[config.mk]
export PLATFORM = sky130hd
export DESIGN_NAME = bsg_axil_master_cmd_bridge
export DESIGN_NICKNAME = d
export VERILOG_FILES = /design/src/rtl/bsg_axil_master_cmd_bridge.sv
export SDC_FILE = /design/constraint.sdc
export NUM_CORES = 1
export LEC_CHECK = 0
export CAP_MARGIN = 10
export CORE_MARGIN = 4
export CORE_UTILIZATION = 30
export DETAILED_ROUTE_END_ITERATION = 10
export PLACE_DENSITY = 0.57
export SLEW_MARGIN = 0
export SYNTH_ARGS = -nofsm -noshare
export SYNTH_HDL_FRONTEND = slang
export SYNTH_SLANG_ARGS = --single-unit
[constraint.sdc]
create_clock -name aclk_i -period 3.6 [get_ports aclk_i]
set_input_delay 0.9 -clock aclk_i [delete_from_list [all_inputs] [get_ports aclk_i]]
set_output_delay 0.9 -clock aclk_i [all_outputs]
set_load 0.1 [all_outputs]
[src/rtl/bsg_axil_master_cmd_bridge.sv]
// AXI4-Lite master: turns a valid/ready command stream into AXI-Lite read/write
// transactions, tracks outstanding credits and returns responses in order.
module bsg_axil_master_cmd_bridge #(
    parameter int addr_width_p      = 32,
    parameter int data_width_p      = 32,
    parameter int max_outstanding_p = 4,
    parameter int timeout_cycles_p  = 0
) (
    input  logic                      aclk_i,
    input  logic                      aresetn_i,

    input  logic                      cmd_v_i,
    output logic                      cmd_ready_o,
    input  logic                      cmd_we_i,
    input  logic [addr_width_p-1:0]   cmd_addr_i,
    input  logic [data_width_p-1:0]   cmd_data_i,
    input  logic [data_width_p/8-1:0] cmd_strb_i,

    output logic                      resp_v_o,
    input  logic                      resp_yumi_i,
    output logic                      resp_we_o,
    output logic [data_width_p-1:0]   resp_data_o,
    output logic [1:0]                resp_err_o,
    output logic                      timeout_o,

    output logic [addr_width_p-1:0]   awaddr_o,
    output logic [2:0]                awprot_o,
    output logic                      awvalid_o,
    input  logic                      awready_i,

    output logic [data_width_p-1:0]   wdata_o,
    output logic [data_width_p/8-1:0] wstrb_o,
    output logic                      wvalid_o,
    input  logic                      wready_i,

    input  logic [1:0]                bresp_i,
    input  logic                      bvalid_i,
    output logic                      bready_o,

    output logic [addr_width_p-1:0]   araddr_o,
    output logic [2:0]                arprot_o,
    output logic                      arvalid_o,
    input  logic                      arready_i,

    input  logic [data_width_p-1:0]   rdata_i,
    input  logic [1:0]                rresp_i,
    input  logic                      rvalid_i,
    output logic                      rready_o
);

    localparam int strb_w = data_width_p / 8;
    localparam int cnt_w  = $clog2(max_outstanding_p + 1);
    localparam int ptr_w  = (max_outstanding_p > 1) ? $clog2(max_outstanding_p) : 1;
    localparam int ent_w  = 1 + data_width_p + 2;

    localparam logic [cnt_w:0]   credit_max = (cnt_w+1)'(max_outstanding_p);
    localparam logic [cnt_w-1:0] fifo_max   = cnt_w'(max_outstanding_p);
    localparam logic [ptr_w-1:0] ptr_last   = ptr_w'(max_outstanding_p - 1);

    typedef enum logic {MODE_READ = 1'b0, MODE_WRITE = 1'b1} mode_e;

    mode_e                mode_q, mode_d;
    logic                 run_q, run_d;
    logic                 awvalid_q, awvalid_d, wvalid_q, wvalid_d, arvalid_q, arvalid_d;
    logic [addr_width_p-1:0] awaddr_q, awaddr_d, araddr_q, araddr_d;
    logic [data_width_p-1:0] wdata_q, wdata_d;
    logic [strb_w-1:0]    wstrb_q, wstrb_d;
    logic [cnt_w-1:0]     outstanding_q, outstanding_d;
    logic [cnt_w-1:0]     fifo_cnt_q, fifo_cnt_d;
    logic [ptr_w-1:0]     wr_ptr_q, wr_ptr_d, rd_ptr_q, rd_ptr_d;
    logic [ent_w-1:0]     mem_q [max_outstanding_p];

    logic aw_hold, w_hold, ar_hold, issue_free, credit_ok, mode_ok, accept;
    logic fifo_full, b_hs, r_hs, push, pop, dec;
    logic [cnt_w:0]       in_use;
    logic [ent_w-1:0]     push_ent;

    // A channel still "holds" the issue register while its valid is up and not taken.
    always_comb begin
        aw_hold     = awvalid_q & ~awready_i;
        w_hold      = wvalid_q  & ~wready_i;
        ar_hold     = arvalid_q & ~arready_i;
        issue_free  = ~(aw_hold | w_hold | ar_hold);
        in_use      = {1'b0, outstanding_q} + {1'b0, fifo_cnt_q};
        credit_ok   = in_use < credit_max;
        mode_ok     = (outstanding_q == '0) | (cmd_we_i == mode_q);
        cmd_ready_o = run_q & issue_free & credit_ok & mode_ok;
        accept      = cmd_v_i & cmd_ready_o;

        fifo_full   = fifo_cnt_q == fifo_max;
        bready_o    = run_q & (mode_q == MODE_WRITE) & ~fifo_full;
        rready_o    = run_q & (mode_q == MODE_READ)  & ~fifo_full;
        b_hs        = bvalid_i & bready_o;
        r_hs        = rvalid_i & rready_o;
        push        = b_hs | r_hs;
        dec         = push & (outstanding_q != '0);
        resp_v_o    = fifo_cnt_q != '0;
        pop         = resp_yumi_i & resp_v_o;
        push_ent    = b_hs ? {1'b1, {data_width_p{1'b0}}, bresp_i}
                           : {1'b0, rdata_i, rresp_i};
    end

    always_comb begin
        run_d         = 1'b1;
        mode_d        = mode_q;
        awvalid_d     = aw_hold;
        wvalid_d      = w_hold;
        arvalid_d     = ar_hold;
        awaddr_d      = awaddr_q;
        araddr_d      = araddr_q;
        wdata_d       = wdata_q;
        wstrb_d       = wstrb_q;
        outstanding_d = outstanding_q;
        fifo_cnt_d    = fifo_cnt_q;
        wr_ptr_d      = wr_ptr_q;
        rd_ptr_d      = rd_ptr_q;

        if (accept) begin
            mode_d = mode_e'(cmd_we_i);
            if (cmd_we_i) begin
                awvalid_d = 1'b1;
                wvalid_d  = 1'b1;
                awaddr_d  = cmd_addr_i;
                wdata_d   = cmd_data_i;
                wstrb_d   = cmd_strb_i;
            end else begin
                arvalid_d = 1'b1;
                araddr_d  = cmd_addr_i;
            end
        end

        case ({accept, dec})
            2'b10:   outstanding_d = outstanding_q + 1'b1;
            2'b01:   outstanding_d = outstanding_q - 1'b1;
            default: outstanding_d = outstanding_q;
        endcase

        if (push) wr_ptr_d = (wr_ptr_q == ptr_last) ? '0 : wr_ptr_q + 1'b1;
        if (pop)  rd_ptr_d = (rd_ptr_q == ptr_last) ? '0 : rd_ptr_q + 1'b1;
        case ({push, pop})
            2'b10:   fifo_cnt_d = fifo_cnt_q + 1'b1;
            2'b01:   fifo_cnt_d = fifo_cnt_q - 1'b1;
            default: fifo_cnt_d = fifo_cnt_q;
        endcase
    end

    always_ff @(posedge aclk_i or negedge aresetn_i) begin
        if (!aresetn_i) begin
            run_q         <= 1'b0;
            mode_q        <= MODE_READ;
            awvalid_q     <= 1'b0;
            wvalid_q      <= 1'b0;
            arvalid_q     <= 1'b0;
            awaddr_q      <= '0;
            araddr_q      <= '0;
            wdata_q       <= '0;
            wstrb_q       <= '0;
            outstanding_q <= '0;
            fifo_cnt_q    <= '0;
            wr_ptr_q      <= '0;
            rd_ptr_q      <= '0;
        end else begin
            run_q         <= run_d;
            mode_q        <= mode_d;
            awvalid_q     <= awvalid_d;
            wvalid_q      <= wvalid_d;
            arvalid_q     <= arvalid_d;
            awaddr_q      <= awaddr_d;
            araddr_q      <= araddr_d;
            wdata_q       <= wdata_d;
            wstrb_q       <= wstrb_d;
            outstanding_q <= outstanding_d;
            fifo_cnt_q    <= fifo_cnt_d;
            wr_ptr_q      <= wr_ptr_d;
            rd_ptr_q      <= rd_ptr_d;
        end
    end

    // Response storage is data only; occupancy is tracked by fifo_cnt_q.
    always_ff @(posedge aclk_i) begin
        if (push) mem_q[wr_ptr_q] <= push_ent;
    end

    assign {resp_we_o, resp_data_o, resp_err_o} = mem_q[rd_ptr_q];

    assign awvalid_o = awvalid_q;
    assign wvalid_o  = wvalid_q;
    assign arvalid_o = arvalid_q;
    assign awaddr_o  = awaddr_q;
    assign araddr_o  = araddr_q;
    assign wdata_o   = wdata_q;
    assign wstrb_o   = wstrb_q;
    assign awprot_o  = 3'b000;
    assign arprot_o  = 3'b000;

    if (timeout_cycles_p > 0) begin : g_wd
        localparam int wd_w = $clog2(timeout_cycles_p + 1);
        localparam logic [wd_w-1:0] wd_max = wd_w'(timeout_cycles_p);
        logic [wd_w-1:0] wd_q, wd_d;
        logic            timeout_q, timeout_d;

        // Counts idle cycles while something is in flight; saturates at the limit.
        always_comb begin
            wd_d = wd_q;
            if (push || outstanding_q == '0) wd_d = '0;
            else if (wd_q != wd_max)         wd_d = wd_q + 1'b1;
            timeout_d = timeout_q | (wd_d == wd_max);
        end

        always_ff @(posedge aclk_i or negedge aresetn_i) begin
            if (!aresetn_i) begin
                wd_q      <= '0;
                timeout_q <= 1'b0;
            end else begin
                wd_q      <= wd_d;
                timeout_q <= timeout_d;
            end
        end

        assign timeout_o = timeout_q;
    end else begin : g_no_wd
        assign timeout_o = 1'b0;
    end

endmodule

==> results.sh, run 1 <==
export IMPL_grt_overflow=0
export IMPL_drc=0
export IMPL_synth_distinct_cells=34
export IMPL_cts_made_buffers=28
export IMPL_critPathRequiredTime_ns=2.70
export IMPL_tns_ns=0
export IMPL_dp_hpwl_um=15630
export IMPL_layout_drive_gt1_share_pct=42.42
export IMPL_async_flop_share_pct=45.10
export IMPL_htree_levels=1
export IMPL_critical_path_class="primary input to output port"
export IMPL_pre_cts_ws_ns=0.3460
export IMPL_cts_buffer_depth=3
export IMPL_hp_class="primary input to async pin"
export IMPL_dpl_cell_area_um2=13300
export IMPL_synthAdderAreaFrac_pct=1.530
export IMPL_fp_dieH_um=190.4
export IMPL_post_cts_buffers=0
export IMPL_cap_viol_max_count=0
export IMPL_antenna_found_initial=0
export IMPL_synth_top_family_by_area="multiplexers"
export IMPL_layout_commonest_cell="edfxtp_1"
export IMPL_synth_compound_area_share_pct=0.6143
export IMPL_clkSinkCount=255
export IMPL_rows=66
export IMPL_maxSlewHeadroom_pct=34.14
export IMPL_drt_wl_total_um=23100
export IMPL_synth_main_ff_cell="edfxtp_1"
export IMPL_post_route_period_util_pct=90.89
export IMPL_portBuffers=255
export IMPL_grt_pass1_vias=6227
export IMPL_nets=928
export IMPL_clkTransAtPathRegs_ns=0.06
export IMPL_arrival_ns=2.37
export IMPL_routedWlPerCell_um=18.23
export IMPL_coreArea_um2=32700
export IMPL_ios=263
export IMPL_synth_area_per_cell_um2=19.08
export IMPL_grt_setup_unrepaired="no"
export IMPL_grt_max_degree=116
export IMPL_postCtsHoldBufs=0
export IMPL_fin_skew_ns=0.02002
export IMPL_synth_mux_area_fraction_pct=20.40
export IMPL_finalHoldViolations=0
export IMPL_insertion_delay_ns=0.54
export IMPL_synth_simple_area_share_pct=3.611
export IMPL_synth_seq_area_share_pct=70.96
export IMPL_num_vias=5519
export IMPL_cts_resized=0
export IMPL_max_clock_freq_mhz=305.6
export IMPL_multi_input_area_um2=2714
export IMPL_setup_viol=0
export IMPL_n_fill_cell=2944
export IMPL_grt_first_pass_wirelength_um=35920
export IMPL_worst_slew_pin_slew_ns=0.9848
export IMPL_drt_iter0_drc=183
export IMPL_final_cell_mix="140 x edfxtp_1, 114 x dfrtp_1, 114 x clkdlybuf4s50_1"
export IMPL_syn2layout_area_growth_pct=43.02
export IMPL_drv_slew=0
export IMPL_status="finished, final reports clean"
export IMPL_syn_area_um2=9980
export IMPL_die_area_um2=36250
export IMPL_root_buffer="clkbuf_16"
export IMPL_dr_pass1_iters=4
export IMPL_path_max_fanout=7
export IMPL_routabilityCongestion=0.7270
export IMPL_diodes=0
export IMPL_cp_start_kind="primary input"
export IMPL_vias_per_cell=4.356
export IMPL_final_area_um2=14270
export IMPL_final_cells=1267
export IMPL_cts_tree="done"
export IMPL_worst_slack_ns=0.3279
export IMPL_dieWidth_um=190.4
export IMPL_syn_instance_count=523
export IMPL_fin_crit_ns=3.272
export IMPL_end_kind="output port"
export IMPL_synth_enable_flop_cells=140
export IMPL_dp_cells=1215
export IMPL_postRouteAntennaNets=0
export IMPL_seq_area_um2=7083
export IMPL_yosysWarnings=0
export IMPL_track_usage_pct=12.57
export IMPL_synth_xor_area_share_pct=0.6143
export IMPL_synth_seq_cells=255
export IMPL_initial_core_util_pct=30.52
==> synthesized netlist by cell type (3+ instances only) <==
cell / n / area (um^2)
edfxtp_1: 140 / 4204
dfrtp_1: 115 / 2878
mux2_2: 96 / 1081
and2_1: 37 / 231.5
mux4_2: 35 / 788.3
buf_4: 15 / 112.6
ha_1: 9 / 112.6
inv_1: 9 / 33.78
mux2_4: 9 / 135.1
clkbuf_1: 7 / 26.28
nor2_1: 7 / 26.28
xnor2_1: 5 / 43.79
buf_2: 4 / 20.02
nand2b_1: 3 / 18.77
nor3_1: 3 / 15.01
o21ai_0: 3 / 15.01
==> stage by stage <==
step,hold slack (ns),utilization [%]
2_1_floorplan,0.4696,-
3_3_place_gp,0.4714,40.67
3_5_place_dp,0.4828,40.67
4_1_cts,0.4501,43.64
5_1_grt,0.4798,43.64
6_report,0.4275,43.64
==> path summary, 6_finish.rpt <==
path                           endpoint             start  slack, ns  cells after the start
max reg2reg                 wdata_o[25]  outstanding_q[2]       0.94                      6
min                         wdata_o[25]         aresetn_i       0.43                      2
max in group asynchronous   rd_ptr_q[0]         aresetn_i       2.64                      2
max                         cmd_ready_o          cmd_we_i       0.33                      5
min in group aclk_i        araddr_o[28]      araddr_o[28]       0.49                      1
min reg2reg                araddr_o[28]      araddr_o[28]       0.49                      1
==> critical path: stages <==
cell and delay (ns):
clkdlybuf4s50_1 0.53, xnor2_1 0.15, o2111ai_2 0.26, nor2_1 0.31, buf_12 0.21
==> cell families (layout without fill, tap and decap cells) <==
| kind of cell | count (synthesis) | count (layout) |
|---|---|---|
| multiplexers | 143 | 143 |
| adder cells (fa/ha/maj) | 11 | 11 |
| AND/OR/NAND/NOR | 60 | 60 |
| flip-flops | 255 | 255 |
| other | 2 | 8 |
| XOR/XNOR | 7 | 7 |
| AO/OA/AOI/OAI | 8 | 8 |
| buffers and inverters | 37 | 333 |
==> sequential cells by signal (all words and copies together) (netlist names) <==
name	count
mem_q	140
araddr_o	32
awaddr_o	32
wdata_o	32
wstrb_o	4
fifo_cnt_q	3
outstanding_q	3
rd_ptr_q	2
wr_ptr_q	2
arvalid_o	1
awvalid_o	1
mode_q	1
run_q	1
wvalid_o	1
==> area by class of cell <==
type | count | share of cell area (%)
timing repair buffer | 272 | 20.43
multi-input combinational | 237 | 19.01
sequential | 255 | 49.63
tap | 442 | 3.875
clock buffer | 43 | 6.198
clock inverter | 9 | 0.6224
inverter | 9 | 0.2367
==> routing by layer <==
layer / track usage [%] / wire length, um
met1: 15.98 / 9532
met4: 2.956 / 375
met5: 0 / 0
met3: 6.445 / 2985
met2: 19.29 / 10210
Power of run 1 is not shown: default switching activity piles up to over one toggle a cycle in this logic, so the estimate is an artifact.
==> inputs of run 2 (changes only) <==
--- a/config.mk
+++ b/config.mk
@@ -10,4 +10,5 @@
 export CORE_UTILIZATION = 30
 export DETAILED_ROUTE_END_ITERATION = 10
+export GPL_ROUTABILITY_DRIVEN = 0
 export PLACE_DENSITY = 0.57
 export SLEW_MARGIN = 0
==> constraint.sdc (replaced) <==
create_clock -name aclk_i -period 3.6 [get_ports aclk_i]
set_input_delay 0.9 -clock aclk_i [delete_from_list [all_inputs] [get_ports aclk_i]]
set_output_delay 0.9 -clock aclk_i [all_outputs]
set_load 0.01 [all_outputs]
==> run 2 against run 1 <==
Clock-buffer cell count decreased by 2. Worst hold slack worse by 0.0065 ns. Sequential cell count stayed put. Design area down 0.75%. Clock skew decreased by 0.010 ns. Sequential share of layout area grew 0.38 points. Via count grew 1.2%. Die area stayed put. Maximum frequency is 0.56% lower. Core utilization shrank 0.33 points. Non-clock buffer count fell by 2. Critical endpoint unchanged. Highest routed layer unchanged.
==> results.sh, run 2 (synthesized netlist as in run 1, its figures left out) <==
export IMPL_status="finished, final reports clean"
export IMPL_vias_per_cell=4.409
export IMPL_post_cts_buffers=0
export IMPL_grt_overflow=0
export IMPL_drt_wl_total_um=23980
export IMPL_portBuffers=255
export IMPL_hp_class="primary input to async pin"
export IMPL_n_fill_cell=2996
export IMPL_clkSinkCount=255
export IMPL_fin_crit_ns=3.291
export IMPL_switchingPower_uw=3357
export IMPL_ios=263
export IMPL_cts_made_buffers=29
export IMPL_ir_drop_uv=453.3
export IMPL_grt_first_pass_wirelength_um=37380
export IMPL_clkPwrFrac_pct=26.1
export IMPL_top_register="mem_q"
export IMPL_layout_commonest_cell="clkdlybuf4s50_1"
export IMPL_grt_setup_unrepaired="no"
export IMPL_grt_max_degree=57
export IMPL_clkTransAtPathRegs_ns=0.06
export IMPL_antenna_found_initial=0
export IMPL_tns_ns=0
export IMPL_arrival_ns=2.39
export IMPL_finalPower_uw=11730
export IMPL_finalHoldViolations=0
export IMPL_fp_dieH_um=190.4
export IMPL_end_kind="output port"
export IMPL_grt_pass1_vias=6170
export IMPL_dp_hpwl_um=15970
export IMPL_postRouteAntennaNets=0
export IMPL_post_route_period_util_pct=91.41
export IMPL_postCtsHoldBufs=0
export IMPL_cap_viol_max_count=0
export IMPL_rows=66
export IMPL_largest_reg_flops=140
export IMPL_nets=927
export IMPL_critPathRequiredTime_ns=2.70
export IMPL_cts_buffer_depth=3
export IMPL_drc=0
export IMPL_htree_levels=1
export IMPL_cp_startpoint="outstanding_q[2]"
export IMPL_syn2layout_area_growth_pct=41.94
export IMPL_drv_slew=0
export IMPL_maxSlewHeadroom_pct=48.01
export IMPL_max_clock_freq_mhz=303.9
export IMPL_dieWidth_um=190.4
export IMPL_initial_core_util_pct=30.52
export IMPL_rr_startpoint="outstanding_q[0]"
export IMPL_seq_power_share_pct=37.3
export IMPL_fin_skew_ns=0.009993
export IMPL_track_usage_pct=13.09
export IMPL_insertion_delay_ns=0.55
export IMPL_internal_power_uw=8371
export IMPL_die_area_um2=36250
export IMPL_num_vias=5586
export IMPL_routedWlPerCell_um=18.93
export IMPL_dr_pass1_iters=4
export IMPL_cts_resized=0
export IMPL_worst_slew_pin_slew_ns=0.7799
export IMPL_power_leakage_uw=0.005320
export IMPL_critical_path_class="flop to output port"
export IMPL_final_cell_mix="254 x clkdlybuf4s50_1, 140 x edfxtp_1, 114 x dfrtp_1"
export IMPL_switching_share_pct=28.63
export IMPL_power_density_nw_per_um2=828.0
export IMPL_cts_tree="done"
export IMPL_path_max_fanout=4
export IMPL_coreArea_um2=32700
export IMPL_root_buffer="clkbuf_16"
export IMPL_layout_drive_gt1_share_pct=24.97
export IMPL_drt_iter0_drc=164
export IMPL_diodes=0
export IMPL_cp_start_kind="flop"
export IMPL_setup_viol=0
export IMPL_combPwrFrac_pct=36.6
run 2: routing by layer:
metal | up-vias | GRT usage (%) | part of all wire [%]
met5 | - | 0 | 0
li1 | 2517 | - | -
met2 | 245 | 18.87 | 42
met4 | 0 | 3.011 | 2.1
met1 | 2789 | 17.16 | 42
met3 | 35 | 7.543 | 13
run 2: final timing paths:
path | end | slack (ns) | cells past startpoint
max | cmd_ready_o | 0.31 | 6
min | wdata_o[2] | 0.42 | 1
max reg2reg | outstanding_q[2] | 0.92 | 9
min reg2reg | araddr_o[28] | 0.48 | 1
max in group asynchronous | wdata_o[27] | 2.41 | 2
min in group aclk_i | araddr_o[28] | 0.48 | 1
run 2: critical path, cell delays in order (launching register included):
cell and delay, ns:
dfrtp_1 0.41, ha_1 0.31, nor4b_2 0.25, buf_4 0.18, nand2_1 0.05, nor2_1 0.09
clkdlybuf4s50_1 0.54
run 2: power groups by stage:
stage / Clock (uW) / Sequential (uW) / Combinational (uW)
floorplan: 0 / 4600 / 1780
global placement: 0 / 4400 / 4380
detailed placement: 0 / 4410 / 4380
CTS: 3160 / 4380 / 4400
global route: 3290 / 4480 / 4650
finish: 3060 / 4370 / 4300
run 2: area by class of cell:
type | instances | area [um^2] | area share [%]
inverters | 9 | 33.78 | 0.2385
multi-input cells | 237 | 2714 | 19.16
well taps | 442 | 553.0 | 3.904
clock buffers | 41 | 820.8 | 5.795
repair buffers | 270 | 2775 | 19.59
flip-flops and latches | 255 | 7083 | 50.00
clock inverters | 13 | 185.2 | 1.307
run 2: metrics by stage:
step                std cells  setup slack (ns)  hold WS, ns  instance area (um^2)  utilization [%]
CTS                      1267            0.2647       0.4375                 14160            43.32
finish                   1267            0.3093       0.4210                 14160            43.32
global placement         1213            0.3346       0.4713                 13160            40.24
detailed placement       1213            0.3375       0.4752                 13160            40.24
global route             1267            0.1631       0.4608                 14160            43.32
floorplan                 529             1.059       0.4696                 10000                -
Power figures use the tool's default switching activity.
==> inputs of run 3 (changes only) <==
ABC_CLOCK_PERIOD_IN_PS = 3600   (was not set)
CAP_MARGIN = 20   (was 10)
==> results of run 3 <==
The final DEF is identical to that of run 2; final timing and power are the same.
